[src/rtl/serial_rx_port.sv]
`default_nettype none
// ============================================================================
// Module   : serial_rx_port
// Purpose  : 8N1 serial receiver (LSB first) for the SAP-II port-4 link.
//            Holds the received byte for an 8-bit consumer using a
//            ready/acknowledge handshake, and flags overrun and framing
//            errors.
// Ports    : CLK           - system clock, rising edge
//            CLR           - asynchronous active-high reset
//            serial_in     - serial line (idle high, async to CLK)
//            acknowledge   - consumer accepts the held byte
//            rx_data[7:0]  - last good received byte
//            ready         - rx_data holds an unacknowledged byte
//            overrun       - a frame completed while ready was high
//            framing_error - stop bit sampled low
//            busy          - receiver state is not IDLE
//            parity_error  - (SERIAL_RX_PARITY_EN only) even-parity failure
// Options  : define SERIAL_RX_PARITY_EN for 8E1 frames with a parity check
// Revision : 1.0 - initial release
// ============================================================================
module serial_rx_port #(
  parameter int CLKS_PER_BIT = 16,
  parameter int CNT_W        = 8
) (
  input  logic       CLK,
  input  logic       CLR,
  input  logic       serial_in,
  input  logic       acknowledge,
  output logic [7:0] rx_data,
  output logic       ready,
  output logic       overrun,
  output logic       framing_error,
`ifdef SERIAL_RX_PARITY_EN
  output logic       parity_error,
`endif
  output logic       busy
);

  localparam logic [CNT_W-1:0] c_HALF_M1 = CNT_W'(CLKS_PER_BIT/2 - 1);
  localparam logic [CNT_W-1:0] c_FULL_M1 = CNT_W'(CLKS_PER_BIT - 1);

  typedef enum logic [2:0] {
    S_IDLE   = 3'd0,
    S_START  = 3'd1,
    S_DATA   = 3'd2,
    S_PARITY = 3'd3,
    S_STOP   = 3'd4
  } state_t;

  state_t           state_q, state_d;
  logic [CNT_W-1:0] cnt_q, cnt_d;
  logic [2:0]       idx_q, idx_d;
  logic [7:0]       shift_q, shift_d;
  logic [7:0]       rx_data_q, rx_data_d;
  logic             ready_q, ready_d;
  logic             overrun_q, overrun_d;
  logic             ferr_q, ferr_d;
  logic             busy_q, busy_d;
  logic             sync1_q, sin_q, prev_q;
`ifdef SERIAL_RX_PARITY_EN
  logic             par_bad_q, par_bad_d;
  logic             perr_q, perr_d;
`endif

  // Two-flop synchroniser; prev_q holds the previous synchronised value so
  // a start is only recognised on a genuine 1 -> 0 transition.
  always_ff @(posedge CLK or posedge CLR) begin
    if (CLR) begin
      sync1_q <= 1'b1;
      sin_q   <= 1'b1;
      prev_q  <= 1'b1;
    end else begin
      sync1_q <= serial_in;
      sin_q   <= sync1_q;
      prev_q  <= sin_q;
    end
  end

  always_ff @(posedge CLK or posedge CLR) begin
    if (CLR) begin
      state_q   <= S_IDLE;
      cnt_q     <= '0;
      idx_q     <= 3'd0;
      shift_q   <= 8'h00;
      rx_data_q <= 8'h00;
      ready_q   <= 1'b0;
      overrun_q <= 1'b0;
      ferr_q    <= 1'b0;
      busy_q    <= 1'b0;
`ifdef SERIAL_RX_PARITY_EN
      par_bad_q <= 1'b0;
      perr_q    <= 1'b0;
`endif
    end else begin
      state_q   <= state_d;
      cnt_q     <= cnt_d;
      idx_q     <= idx_d;
      shift_q   <= shift_d;
      rx_data_q <= rx_data_d;
      ready_q   <= ready_d;
      overrun_q <= overrun_d;
      ferr_q    <= ferr_d;
      busy_q    <= busy_d;
`ifdef SERIAL_RX_PARITY_EN
      par_bad_q <= par_bad_d;
      perr_q    <= perr_d;
`endif
    end
  end

  always_comb begin
    state_d   = state_q;
    cnt_d     = cnt_q + 1'b1;
    idx_d     = idx_q;
    shift_d   = shift_q;
    rx_data_d = rx_data_q;
    ready_d   = ready_q;
    overrun_d = overrun_q;
    ferr_d    = ferr_q;
`ifdef SERIAL_RX_PARITY_EN
    par_bad_d = par_bad_q;
    perr_d    = perr_q;
`endif

    // Acknowledge clears status first; a frame completing on the same edge
    // overrides below, so the new byte wins.
    if (acknowledge) begin
      ready_d   = 1'b0;
      overrun_d = 1'b0;
      ferr_d    = 1'b0;
`ifdef SERIAL_RX_PARITY_EN
      perr_d    = 1'b0;
`endif
    end

    case (state_q)
      S_IDLE: begin
        cnt_d = '0;
        if (prev_q && !sin_q) state_d = S_START;
      end
      S_START: begin
        if (cnt_q == c_HALF_M1) begin
          cnt_d = '0;
          idx_d = 3'd0;
          // A line back high at mid-start was a glitch.
          state_d = sin_q ? S_IDLE : S_DATA;
        end
      end
      S_DATA: begin
        if (cnt_q == c_FULL_M1) begin
          cnt_d          = '0;
          shift_d[idx_q] = sin_q;
          if (idx_q == 3'd7) begin
`ifdef SERIAL_RX_PARITY_EN
            state_d = S_PARITY;
`else
            state_d = S_STOP;
`endif
          end else begin
            idx_d = idx_q + 3'd1;
          end
        end
      end
`ifdef SERIAL_RX_PARITY_EN
      S_PARITY: begin
        if (cnt_q == c_FULL_M1) begin
          cnt_d     = '0;
          par_bad_d = ^{shift_q, sin_q};
          state_d   = S_STOP;
        end
      end
`endif
      S_STOP: begin
        if (cnt_q == c_FULL_M1) begin
          cnt_d   = '0;
          state_d = S_IDLE;
          if (!sin_q) begin
            ferr_d = 1'b1;
`ifdef SERIAL_RX_PARITY_EN
          end else if (par_bad_q) begin
            perr_d = 1'b1;
`endif
          end else if (!ready_q || acknowledge) begin
            rx_data_d = shift_q;
            ready_d   = 1'b1;
          end else begin
            overrun_d = 1'b1;
          end
        end
      end
      default: begin
        cnt_d   = '0;
        state_d = S_IDLE;
      end
    endcase

    busy_d = (state_d != S_IDLE);
  end

  assign rx_data       = rx_data_q;
  assign ready         = ready_q;
  assign overrun       = overrun_q;
  assign framing_error = ferr_q;
  assign busy          = busy_q;
`ifdef SERIAL_RX_PARITY_EN
  assign parity_error  = perr_q;
`endif

endmodule
`default_nettype wire
[config.mk]
export PLATFORM = sky130hd
export DESIGN_NAME = serial_rx_port
export DESIGN_NICKNAME = d
export VERILOG_FILES = /design/src/rtl/serial_rx_port.sv
export SDC_FILE = /design/constraint.sdc
export NUM_CORES = 1
export LEC_CHECK = 0
export CORE_ASPECT_RATIO = 2
export CORE_MARGIN = 3
export CORE_UTILIZATION = 50
export DETAILED_ROUTE_END_ITERATION = 8
export GPL_TIMING_DRIVEN = 0
export PLACE_DENSITY = 0.79
export SYNTH_ARGS = -nofsm -noshare
export SYNTH_HDL_FRONTEND = slang
export SYNTH_SLANG_ARGS = --single-unit
[constraint.sdc]
create_clock -name CLK -period 2.4 [get_ports CLK]
set_input_delay 0.36 -clock CLK [delete_from_list [all_inputs] [get_ports CLK]]
set_output_delay 0.36 -clock CLK [all_outputs]
set_load 0.03 [all_outputs]
==> results.yml, run 1 <==
yosys:
  synthTopCellsByArea: "dfrtp_1 (50%), mux2_2 (7.9%), dfstp_2 (4.6%)"
  synth_mux_area_frac: 0.0990
  yosys.area_share.simple: 0.189
  ys.flop_type: "dfrtp_1"
  synth_xor_area_frac: 0.0308
  synth-seq-cells: 37
  synthCells: 146
  synth_area_sq_mm: 0.00171
  seq_area_frac_synth: 0.545
  synth_area_per_cell_sq_um: 11.7
  synth_fa_ha_area_frac: 0.0220
  synth_cell_type_count: 40
  synth-compound-area-share: 0.0682
  synth_top_area_cell: "dfrtp_1"
  synth_top_family_by_area: "simple AND/OR/NAND/NOR gates"
  yosysWarnings: 0
  syn_nets: 153
  netlist.area_leader.share: 0.499
  synth_edf_count: 0
  async_reset_ff_frac: 1.00
cells_and_area:
  layout-drive-gt1-share: 0.213
  stdcell_count: 200
  antenna_cells: 0
  final_nets: 175
  area_growth_pct: 16.4
grt:
  grt_max_degree: 38
  antenna_found_initial: 0
  grt-ovfl-total: 0
  grt_pass1_vias: 1166
  grt_use_total: 0.174
  grt_pass1_wl_um: 5240
power:
  powerDensity_mw_per_mm2: 708
  power.leakage_nw: 0.917
  vdd.ir_drop.worst_uv: 508
worst_hold_path:
  whs_path_depth: 0
  hold_path.class: "reg -> reg"
timing:
  final.setup.tns_ns: 0
  fin_crit_sh: 0.890
  finalHoldViolCount: 0
  rsz0062_at_grt: "false"
  max_slew_margin: 0.501
  fin_skew_ns: 0.00519
  slew_viol_final: 0
  worst_pin_slew_ns: 0.747
  fmax_mhz: 468
  min_period_ns: 2.14
  setup_viol: 0
  hold_ws_ns: 0.363
clock_network:
  cts.clk_slew.worst_paths_ns: 0.06
  clock_sinks: 37
  clkLatencyLatePin_ns: 0.28
  cts_tree: "done"
  cts_root_buf: "clkbuf_8"
  ctsResizeCount: 0
  cts_buffers: 5
  post-cts-setup-buffers: 0
  cts_buffer_depth: 2
  cts-htree-levels: 2
  postCtsHoldBufs: 0
route:
  wire_per_inst_um: 15.3
  route.vias.total: 1122
  drt_iter0_drc: 8
  post-route-drc-count: 0
  wl_um: 3060
  drt.antenna.violating_nets: 0
  firstDrtPassIters: 5
  vias_per_cell: 5.61
floorplanning:
  dieArea_sq_mm: 0.00419
  rows: 29
  die_w_um: 47.3
  die_h_um: 88.6
  coreArea_sq_mm: 0.00323
  initial_utilization: 0.528
  io_pins: 16
setup_path:
  crit_fanout: 6
  path_class: "reg -> reg"
  arrival_ns: 2.36
  path_buf_inv: 0
  cp_num_cells: 6
  max_stage_delay_ns: 0.48
  r2r_cells: 6
  cp_data_required_time_ns: 2.62
  worstSetupStartpointType: "flip-flop"
  critPathSlowestCell: "or4bb_1"
  critPathTopFamily: "simple AND/OR/NAND/NOR gates"
  crit_top_cell: "ha_1"
  path_cells: "ha_1 -> ha_1 -> or4bb_1 -> a2111o_1 -> nor3_1 -> a21o_1"
  cp-end-kind: "flip-flop"
run_status:
  outcome: "finished clean"
placement:
  dp_hpwl_um: 2280
  gp_congestion: 0.780
  port_buffers: 15
  dpl.cell_count: 192
flow_run:
  maxCapViolCount: 0
layout by cell type, fill, tap and decap left out, types with 2 or more instances in the layout:
cell,synthesis,layout
nor3_1,4,4
dfstp_2,3,3
a21oi_1,2,2
nand2_1,12,12
clkbuf_8,0,6
xnor2_1,4,4
or3b_2,2,2
nor2_1,11,11
ha_1,3,3
a21o_1,2,2
xor2_1,2,2
nand3_1,5,5
and3_1,5,5
dfrtp_1,34,34
clkdlybuf4s50_1,0,15
inv_1,4,3
clkbuf_1,1,3
nor3b_1,5,5
buf_6,2,2
buf_4,4,4
mux2_1,3,3
nand3b_1,2,2
mux2_2,12,12
o21ai_0,6,6
synth_stat cells, types with 2 or more instances:
| master | number |
|---|---|
| xor2_1 | 2 |
| o21ai_0 | 6 |
| nor3_1 | 4 |
| nand3b_1 | 2 |
| mux2_2 | 12 |
| xnor2_1 | 4 |
| ha_1 | 3 |
| mux2_1 | 3 |
| or3b_2 | 2 |
| nor3b_1 | 5 |
| a21oi_1 | 2 |
| dfrtp_1 | 34 |
| a21o_1 | 2 |
| nor2_1 | 11 |
| and3_1 | 5 |
| nand2_1 | 12 |
| buf_4 | 4 |
| buf_6 | 2 |
| dfstp_2 | 3 |
| nand3_1 | 5 |
| inv_1 | 4 |
sequential cells by signal, summed over array words and instances (netlist names):
signal         flops
ready              1
busy               1
sync1_q            1
state_q            3
idx_q              3
prev_q             1
sin_q              1
overrun            1
shift_q            8
cnt_q              8
framing_error      1
rx_data            8
layer usage:
layer	global-route usage	wire length, um	up-vias
met2	0.291	1680	16
met5	0	0	-
met3	0.0489	77	8
li1	-	-	555
met4	0.0705	68	0
met1	0.197	1240	543
worst register-to-register path: cells and delay by family, from the launching register on:
family	cells	cell delay, ns
AO/OA/AOI/OAI	2	0.55
adder cells (fa/ha/maj)	2	0.45
AND/OR/NAND/NOR	2	0.64
flip-flops	1	0.45
final timing paths:
kind,startpoint,endpoint,slack [ns]
hold / removal,sync1_q$_DFF_PP1_,sin_q$_DFF_PP1_,0.36
setup reg to reg,idx_q[0]$_DFFE_PP0P_,idx_q[0]$_DFFE_PP0P_,0.26
hold reg to reg,sync1_q$_DFF_PP1_,sin_q$_DFF_PP1_,0.36
max in group asynchronous,CLR,shift_q[5]$_DFFE_PP0P_,1.40
min in group asynchronous,CLR,state_q[2]$_DFF_PP0_,0.53
setup / recovery,idx_q[0]$_DFFE_PP0P_,idx_q[0]$_DFFE_PP0P_,0.26
cell families (layout without fill, tap and decap cells):
logic type / after synthesis / count (layout)
compound gates: 17 / 17
simple gates: 56 / 56
mux: 15 / 15
fa+ha+maj: 3 / 3
flops: 37 / 37
buf+inv: 12 / 35
xor+xnor: 6 / 6
through the flow:
step,setup WS [ns],power (mW),area (sq um),utilization
2_1_floorplan,0.396,0.916,1710,-
3_3_place_gp,0.298,0.970,1890,0.587
3_5_place_dp,0.258,0.982,1890,0.587
4_1_cts,0.244,1.42,1980,0.614
5_1_grt,0.124,1.48,1980,0.614
6_report,0.263,1.40,1980,0.614
final cells by class:
class,count,area [sq um]
plain buffers,8,63.8
clock buffers,8,90.1
fillers,258,1240
inverters,4,15.0
multi-input cells,97,697
flip-flops and latches,37,930
well taps,31,38.8
repair buffers,15,150
where the power goes:
group / switching [mW] / leakage, nW / internal, mW / total [mW]
Clock: 0.198 / 0.0455 / 0.234 / 0.432
Sequential: 0.0321 / 0.496 / 0.674 / 0.706
Combinational: 0.146 / 0.376 / 0.120 / 0.266
No activity file was read; power rests on OpenSTA's default activity.
==> run 2, diff against run 1 <==
HOLD_SLACK_MARGIN = 0.12   (was default)
==> results of run 2 <==
Same layout as run 1: the final DEF is identical, and so are final timing and power.
==> run 3, diff against run 2 <==
CORE_MARGIN = 5   (was 3)
==> results.yml, run 3 (synthesis gave the netlist of run 1 again) <==
run_status:
  outcome: "finished clean"
floorplanning:
  dieArea_sq_mm: 0.00475
  die_h_um: 92.6
  initial_utilization: 0.510
  rows: 30
  io_pins: 16
  die_w_um: 51.3
  coreArea_sq_mm: 0.00334
clock_network:
  postCtsHoldBufs: 0
  cts_root_buf: "clkbuf_8"
  cts_tree: "done"
  clkLatencyLatePin_ns: 0.29
  clock_sinks: 37
  cts_buffers: 5
  cts-htree-levels: 2
  ctsResizeCount: 0
  post-cts-setup-buffers: 0
  cts_buffer_depth: 2
  cts.clk_slew.worst_paths_ns: 0.07
timing:
  fin_crit_sh: 0.903
  min_period_ns: 2.17
  slew_viol_final: 0
  fmax_mhz: 461
  fin_skew_ns: 0.00398
  finalHoldViolCount: 0
  max_slew_margin: 0.504
  final.setup.tns_ns: 0
  worst_pin_slew_ns: 0.742
  rsz0062_at_grt: "false"
  setup_viol: 0
setup_path:
  crit_top_cell: "ha_1"
  critPathTopFamily: "simple AND/OR/NAND/NOR gates"
  critPathSlowestCell: "or4bb_1"
  cp_data_required_time_ns: 2.63
  worstSetupStartpointType: "flip-flop"
  arrival_ns: 2.40
  max_stage_delay_ns: 0.49
  cp-end-kind: "flip-flop"
  crit_fanout: 6
  path_cells: "ha_1 -> ha_1 -> or4bb_1 -> a2111o_1 -> nor3_1 -> a21o_1"
  path_buf_inv: 0
  path_class: "reg -> reg"
power:
  comb_power_share: 0.185
  p_total_mw: 1.44
  p_sw_frac: 0.266
  internal_power_mw: 1.05
  p_seq_frac: 0.490
  vdd.ir_drop.worst_uv: 506
  pwr-share-clk: 0.325
  p_sw_mw: 0.382
  power.leakage_nw: 0.925
  powerDensity_mw_per_mm2: 719
grt:
  grt-ovfl-total: 0
  grt_max_degree: 38
  grt_pass1_wl_um: 5560
  grt_use_total: 0.157
  grt_pass1_vias: 1229
  antenna_found_initial: 0
cells_and_area:
  area_growth_pct: 17.1
  final_nets: 175
  ff_latch_area_sq_um: 930
  multi_input_area_sq_um: 697
  antenna_cells: 0
  n_fill_cell: 288
  layout-drive-gt1-share: 0.225
  mostFrequentLayoutCell: "dfrtp_1"
  most-common-layout-cells: "dfrtp_1 (34), clkdlybuf4s50_1 (15), nand2_1 (12), mux2_2 (12), nor2_1 (11)"
route:
  post-route-drc-count: 0
  drt_iter0_drc: 13
  drt.antenna.violating_nets: 0
  route.vias.total: 1133
  wire_per_inst_um: 15.0
  vias_per_cell: 5.64
  firstDrtPassIters: 4
  wl_um: 3020
placement:
  dp_hpwl_um: 2310
  gp_congestion: 0.769
  port_buffers: 15
worst_hold_path:
  hold_path.class: "reg -> reg"
flow_run:
  maxCapViolCount: 0
[run 3: final timing paths]
kind                                 startpoint                     end  slack [ns]  cells past startpoint
hold reg to reg               sync1_q$_DFF_PP1_         sin_q$_DFF_PP1_        0.36                      0
max in group asynchronous                   CLR  rx_data[3]$_DFFE_PP0P_        1.41                      2
min in group asynchronous                   CLR          busy$_DFF_PP0_        0.52                      2
setup reg to reg           idx_q[0]$_DFFE_PP0P_    idx_q[0]$_DFFE_PP0P_        0.23                      6
hold / removal                sync1_q$_DFF_PP1_         sin_q$_DFF_PP1_        0.36                      0
setup / recovery           idx_q[0]$_DFFE_PP0P_    idx_q[0]$_DFFE_PP0P_        0.23                      6
[run 3: final cells by class]
type                    count  share of cell area
plain buffers               8              0.0320
clock buffers               7              0.0482
clock inverters             1             0.00251
inverters                   4             0.00752
multi-input cells          97               0.349
flip-flops and latches     37               0.466
well taps                  32              0.0201
repair buffers             15              0.0752
[run 3: stage by stage]
step | util | cells | hold slack, ns | setup WS [ns] | area (sq um)
final | 0.598 | 201 | 0.356 | 0.232 | 2000
after global routing | 0.598 | 201 | 0.364 | 0.0942 | 2000
after CTS | 0.598 | 201 | 0.358 | 0.216 | 2000
after detailed placement | 0.567 | 193 | 0.348 | 0.232 | 1900
after global placement | 0.567 | 193 | 0.346 | 0.300 | 1900
after floorplan | - | 146 | 0.345 | 0.396 | 1710
[run 3: power groups by stage]
stage	Sequential, mW	Combinational (mW)	Clock, mW
after floorplan	0.723	0.193	0
after global placement	0.712	0.256	0
after detailed placement	0.717	0.269	0
after CTS	0.704	0.271	0.482
after global routing	0.711	0.300	0.520
final	0.704	0.265	0.466
[run 3: per-layer routing]
metal | vias to the layer above | global-route usage | wire length [um]
met1 | 555 | 0.163 | 1130
met5 | - | 0 | 0
met4 | 0 | 0.0897 | 87
met2 | 14 | 0.275 | 1720
li1 | 556 | - | -
met3 | 8 | 0.0403 | 83
